==> src/rtl/pacman_pkg.sv <==
// Shared types and default timing constants for the Pac-Man game input path.
package pacman_pkg;

  localparam int unsigned CLK_HZ              = 50_000_000;
  localparam int unsigned CYCLES_PER_MS       = CLK_HZ / 1000;
  localparam int unsigned BTN_DEBOUNCE_CYCLES = CYCLES_PER_MS;        // 1 ms
  localparam int unsigned BTN_LONG_CYCLES     = 500 * CYCLES_PER_MS;  // 0.5 s
  localparam int unsigned BTN_REPEAT_CYCLES   = 100 * CYCLES_PER_MS;  // 0.1 s

  typedef enum logic [2:0] {
    IDLE,
    PRESS_DB,
    HELD,
    LONG,
    REL_DB
  } btn_state_t;

  // Debounced level plus the four single-cycle button events.
  typedef struct packed {
    logic pressed;
    logic press_p;
    logic release_p;
    logic long_p;
    logic repeat_p;
  } btn_evt_t;

endpackage

==> src/rtl/sync_ff.sv <==
// N-stage synchroniser for asynchronous inputs, with a configurable reset value.
module sync_ff #(
  parameter int unsigned STAGES    = 2,
  parameter logic        RESET_VAL = 1'b1
) (
  input  logic clk,
  input  logic rst_n,
  input  logic d,
  output logic q
);

  logic [STAGES-1:0] stages;

  // Shift the raw input through the flop chain; reset loads the idle value.
  always_ff @(posedge clk or negedge rst_n) begin
    if (!rst_n) begin
      stages <= {STAGES{RESET_VAL}};
    end else begin
      stages <= {stages[STAGES-2:0], d};
    end
  end

  assign q = stages[STAGES-1];

endmodule

==> src/rtl/button_conditioner.sv <==
// Synchronises, debounces and decodes the active-low push-button into a clean
// level plus press/release/long/repeat pulses for the game logic.
module button_conditioner
  import pacman_pkg::*;
#(
  parameter int unsigned SYNC_STAGES     = 2,
  parameter int unsigned DEBOUNCE_CYCLES = BTN_DEBOUNCE_CYCLES,
  parameter int unsigned LONG_CYCLES     = BTN_LONG_CYCLES,
  parameter int unsigned REPEAT_CYCLES   = BTN_REPEAT_CYCLES
) (
  input  logic HCLK,
  input  logic HRESETn,
  input  logic button,
  output logic pressed,
  output logic press_pulse,
  output logic release_pulse,
  output logic long_pulse,
  output logic repeat_pulse
);

  localparam int unsigned CNT_W = $clog2(LONG_CYCLES + 1);
  localparam logic [CNT_W-1:0] DB_LAST   = CNT_W'(DEBOUNCE_CYCLES - 1);
  localparam logic [CNT_W-1:0] LONG_LAST = CNT_W'(LONG_CYCLES - 1);
  localparam logic [CNT_W-1:0] REP_LAST  = CNT_W'(REPEAT_CYCLES - 1);
  localparam logic [CNT_W-1:0] CNT_ONE   = CNT_W'(1);

  logic             sync_n;
  btn_state_t       state, state_nxt;
  logic [CNT_W-1:0] cnt, cnt_nxt;
  logic [CNT_W-1:0] rcnt, rcnt_nxt;
  logic             long_flag, long_flag_nxt;
  btn_evt_t         evt_q, evt_nxt;
  btn_evt_t         out_q;

  sync_ff #(
    .STAGES   (SYNC_STAGES),
    .RESET_VAL(1'b1)
  ) u_sync (
    .clk  (HCLK),
    .rst_n(HRESETn),
    .d    (button),
    .q    (sync_n)
  );

  // Next-state, counter and event decode; the FSM always leaves a state at
  // terminal count, so counters never need to wrap.
  always_comb begin
    state_nxt         = state;
    cnt_nxt           = cnt;
    rcnt_nxt          = rcnt;
    long_flag_nxt     = long_flag;
    evt_nxt           = '0;
    evt_nxt.pressed   = evt_q.pressed;
    case (state)
      IDLE: begin
        if (!sync_n) begin
          state_nxt = PRESS_DB;
          cnt_nxt   = '0;
        end
      end
      PRESS_DB: begin
        if (sync_n) begin
          state_nxt = IDLE;
        end else if (cnt == DB_LAST) begin
          state_nxt       = HELD;
          cnt_nxt         = '0;
          evt_nxt.pressed = 1'b1;
          evt_nxt.press_p = 1'b1;
        end else begin
          cnt_nxt = cnt + CNT_ONE;
        end
      end
      HELD: begin
        if (sync_n) begin
          state_nxt = REL_DB;
          cnt_nxt   = '0;
        end else if (cnt == LONG_LAST) begin
          state_nxt      = LONG;
          rcnt_nxt       = '0;
          long_flag_nxt  = 1'b1;
          evt_nxt.long_p = 1'b1;
        end else begin
          cnt_nxt = cnt + CNT_ONE;
        end
      end
      LONG: begin
        if (sync_n) begin
          state_nxt = REL_DB;
          cnt_nxt   = '0;
        end else if (rcnt == REP_LAST) begin
          rcnt_nxt         = '0;
          evt_nxt.repeat_p = 1'b1;
        end else begin
          rcnt_nxt = rcnt + CNT_ONE;
        end
      end
      REL_DB: begin
        if (!sync_n) begin
          state_nxt = long_flag ? LONG : HELD;
          cnt_nxt   = '0;
          rcnt_nxt  = '0;
        end else if (cnt == DB_LAST) begin
          state_nxt         = IDLE;
          long_flag_nxt     = 1'b0;
          evt_nxt.pressed   = 1'b0;
          evt_nxt.release_p = 1'b1;
        end else begin
          cnt_nxt = cnt + CNT_ONE;
        end
      end
      default: begin
        state_nxt = IDLE;
      end
    endcase
  end

  // FSM state, counters and decoded events.
  always_ff @(posedge HCLK or negedge HRESETn) begin
    if (!HRESETn) begin
      state     <= IDLE;
      cnt       <= '0;
      rcnt      <= '0;
      long_flag <= 1'b0;
      evt_q     <= '0;
    end else begin
      state     <= state_nxt;
      cnt       <= cnt_nxt;
      rcnt      <= rcnt_nxt;
      long_flag <= long_flag_nxt;
      evt_q     <= evt_nxt;
    end
  end

  // Output register stage: ports come straight from flops and the pulse
  // latency lands at SYNC_STAGES+DEBOUNCE_CYCLES+1 edges.
  always_ff @(posedge HCLK or negedge HRESETn) begin
    if (!HRESETn) begin
      out_q <= '0;
    end else begin
      out_q <= evt_q;
    end
  end

  assign pressed       = out_q.pressed;
  assign press_pulse   = out_q.press_p;
  assign release_pulse = out_q.release_p;
  assign long_pulse    = out_q.long_p;
  assign repeat_pulse  = out_q.repeat_p;

endmodule

==> config.mk <==
export PLATFORM = sky130hd
export DESIGN_NAME = button_conditioner
export DESIGN_NICKNAME = d
export VERILOG_FILES = /design/src/rtl/pacman_pkg.sv /design/src/rtl/sync_ff.sv /design/src/rtl/button_conditioner.sv
export SDC_FILE = /design/constraint.sdc
export NUM_CORES = 1
export LEC_CHECK = 0
export CORE_AREA = 2 2 89 74
export DETAILED_ROUTE_END_ITERATION = 8
export DIE_AREA = 0 0 91 76
export PLACE_DENSITY = 0.84
export SYNTH_ARGS = -nofsm -noshare
export SYNTH_HDL_FRONTEND = slang
export SYNTH_SLANG_ARGS = --single-unit
export TNS_END_PERCENT = 100
==> constraint.sdc <==
create_clock -name HCLK -period 5 [get_ports HCLK]
set_input_delay 0.5 -clock HCLK [delete_from_list [all_inputs] [get_ports HCLK]]
set_output_delay 0.5 -clock HCLK [all_outputs]
set_load 0.02 [all_outputs]
==> flow_metrics.tcl <==
set metrics [dict create \
    synth_xor_xnor_area_share_pct 2.267 \
    skew_ps 12.64 \
    wl_met2_microns 3274 \
    clockRootBuffer "clkbuf_8" \
    worstPathCellList "ha_1, nand3_1, nor2_1, a41oi_4, a21o_1, nor2_1, a41oi_1, a311oi_1" \
    criticalPathCategory "reg -> reg" \
    clk_pin_slew_worst_paths_ps 80 \
    power_density_nw_per_um2 294.0 \
    clock.fmax_mhz 331.0 \
    dr.pass1.iters 6 \
    multiInputGateArea_sq_um 1712 \
    yosysTopAreaCell "dfrtp_1" \
    num-nets-final 384 \
    synth_adder_area_share_pct 0.7197 \
    critPathMaxFanout 12 \
    dr_wl_met3_microns 702 \
    ys_ff_latch 66 \
    cts_made_buffers 9 \
    cts_tree "built" \
    crit_family "simple AND/OR/NAND/NOR gates" \
    synth_mux_area_share_pct 0.8636 \
    reg2reg_slack_ps 1980 \
    crit_top_cell "nor2_1" \
    drt-total-wl_microns 7490 \
    die_h_microns 76 \
    utilization_pct 61.62 \
    nFillCells 525 \
    critical_path_depth 8 \
    dpl.hpwl_microns 5041 \
    drc 0 \
    ctsHoldBuffers 0 \
    synth_enable_flop_cells 0 \
    grt_pass1_vias 2701 \
    core_region_area_sq_um 6116 \
    synth_area_per_cell_sq_um 9.248 \
    min_period_over_period_pct 60.43 \
    fin_crit_ps 3021 \
    place_area_sq_um 3551 \
    n_antenna_cell 0 \
    yosysWarnings 0 \
    leakage_nw 1.578 \
    m1WireLength_microns 3377 \
    grt_overflow 0 \
    path_buf_inv 0 \
    synthCells 376 \
    slew_headroom_pct 28.88 \
    slowest_delay_ps 620 \
    seq_area_sq_um 1654 \
    rows 26 \
    critical_path_required_ps 5250 \
    vias 2958 \
    async_flop_share_pct 100.0 \
    slew_violations 0 \
    outcome "completed" \
    wl_per_cell_microns 16.00 \
    synth_area_sq_um 3477 \
    rsz0062_at_grt "no" \
    finalSetupViolCount 0 \
    synth_common_cells "64 x dfrtp_1, 42 x nand2_1, 36 x nor2_1" \
    initial_core_util_pct 56.85 \
    hold_path.class "in -> async" \
    die_width_microns 91 \
    io_pins 8 \
    clockBufferDepth 2 \
    ys_seq_area_share_pct 47.57 \
    max_cap_viol_count 0 \
    synth.area.top_cells "dfrtp_1 46%, nand2_1 4.5%, nor2_1 3.9%, a21oi_1 3.5%, nand3_1 3.5%" \
    portBuffers 7 \
    synth_flop_cell "dfrtp_1" \
    crit_start "cnt[0]" \
    synthSimpleGateAreaFrac_pct 25.87 \
    drive_gt1_share_pct 8.333 \
    synth_compound_area_share_pct 19.50 \
    avgViaCountPerCell 6.321 \
    post-cts-setup-buffers 0 \
    synth_top_area_share_pct 46.06 \
    dieArea_sq_um 6916 \
    postCtsResizedCells 0 \
    grt_antenna_before_repair 0 \
    routed.top_layer "met4" \
    crit_arrival_ps 3270 \
    clk-insertion-delay-late_ps 350 \
    drt_iter0_markers 311 \
    detail-route-antenna-nets 0 \
    grt_use_total_pct 22.84 \
    clkSinkCount 66 \
    ys_types 50 \
    place.gp.congestion 0.9029 \
    fin_tns_setup_ps 0 \
    reg2regPathDepth 8 \
    area_delta_synth_final_pct 8.384 \
    fin_area_sq_um 3769 \
    peakVddDrop_v 0.0001769 \
    grt_max_degree 67 \
    cp-end-kind "flip-flop" \
    crit_slowest_cell "nor2_1" \
    hold_viol_final 0 \
    startpoint_type "flip-flop" \
    r2r-end "rcnt[20]" \
    htreeDepth 3 \
    r2r_start "cnt[0]" \
    synth.most_common_cell "dfrtp_1" \
    grt_pass1_wl_microns 12680 \
    syn_nets 381 \
    synth_top_family_by_area "simple AND/OR/NAND/NOR gates" \
    worst_slew_pin_slew_ps 1067 \
    worstSetupEndpoint "rcnt[20]" \
]
==> placed cells by master (no fill, tap or decap), types with 3 or more instances in the layout <==
master | Yosys | routed
nand2_1 | 42 | 42
nor2_1 | 36 | 36
and2_1 | 4 | 4
nand3_1 | 24 | 24
a41oi_1 | 3 | 3
o21a_1 | 3 | 3
o31ai_1 | 4 | 4
and3_1 | 13 | 13
nor2b_1 | 4 | 4
a22o_1 | 7 | 7
nor3_1 | 7 | 7
nor4_1 | 4 | 4
a21oi_1 | 24 | 24
mux2i_1 | 3 | 3
or2_2 | 3 | 3
clkdlybuf4s50_1 | 0 | 6
a21o_1 | 6 | 6
o21ai_0 | 23 | 23
o21ai_1 | 9 | 9
a31oi_1 | 13 | 13
clkbuf_8 | 0 | 9
or3_1 | 6 | 6
dfrtp_1 | 64 | 64
nand2b_1 | 6 | 6
xor2_1 | 9 | 9
nand4_1 | 12 | 12
==> worst min-delay path by stage <==
stage | from | to | slack (ps)
2_1_floorplan | HRESETn | cnt[0] | 200
3_3_place_gp | evt_q[0] | repeat_pulse | 330
3_5_place_dp | evt_q[3] | press_pulse | 340
4_1_cts | HRESETn | cnt[13] | 350
5_1_grt | u_sync.stages[0] | u_sync.stages[1] | 360
6_report | HRESETn | cnt[13] | 310
==> worst register-to-register path: stages (launching register included) <==
cell      delay [ps]
dfrtp_1          400
ha_1             210
nand3_1          200
nor2_1           430
a41oi_4          230
a21o_1           340
nor2_1           620
a41oi_1          220
a311oi_1         270
==> where the power goes <==
part	switching (mW)	internal (mW)
logic	0.0345	0.0199
registers	0.0170	0.548
clock network	0.209	0.279
==> metal layers <==
metal  up-vias  global-route usage, %
met5         -                      0
met3        17                  7.517
met4         0                  8.182
met1      1404                  32.98
met2       143                  32.30
li1       1394                      -
==> stage by stage <==
step / cells / total power, mW / worst slack [ps] / hold slack [ps]
2_1_floorplan: 376 / 0.6109 / 2763 / 204.4
3_3_place_gp: 452 / 0.6270 / 2221 / 333.9
3_5_place_dp: 452 / 0.6303 / 2095 / 344.4
4_1_cts: 468 / 1.117 / 2074 / 354.6
5_1_grt: 468 / 1.153 / 1700 / 361.9
6_report: 468 / 1.108 / 1979 / 314.3
==> registers in the layout, summed over array words and instances, names as in the netlist <==
name	count
press_pulse	1
cnt	25
rcnt	25
repeat_pulse	1
u_sync.stages	2
long_flag	1
release_pulse	1
evt_q	5
state	3
long_pulse	1
pressed	1
==> cell type report <==
| cell class | count | share of cell area, % |
|---|---|---|
| clock buffers | 9 | 3.287 |
| repair buffers | 8 | 1.926 |
| flip-flops and latches | 66 | 43.89 |
| multi-input cells | 292 | 45.42 |
| inverters | 2 | 0.1992 |
| well taps | 84 | 2.789 |
| clock inverters | 7 | 2.490 |
==> cells by family after synthesis <==
group	count (synthesis)
XOR/XNOR	9
AND/OR/NAND/NOR	175
AO/OA/AOI/OAI	103
buffers and inverters	18
adder cells (fa/ha/maj)	2
flip-flops	66
multiplexers	3
Note: power is estimated with default switching activity, not from simulation.
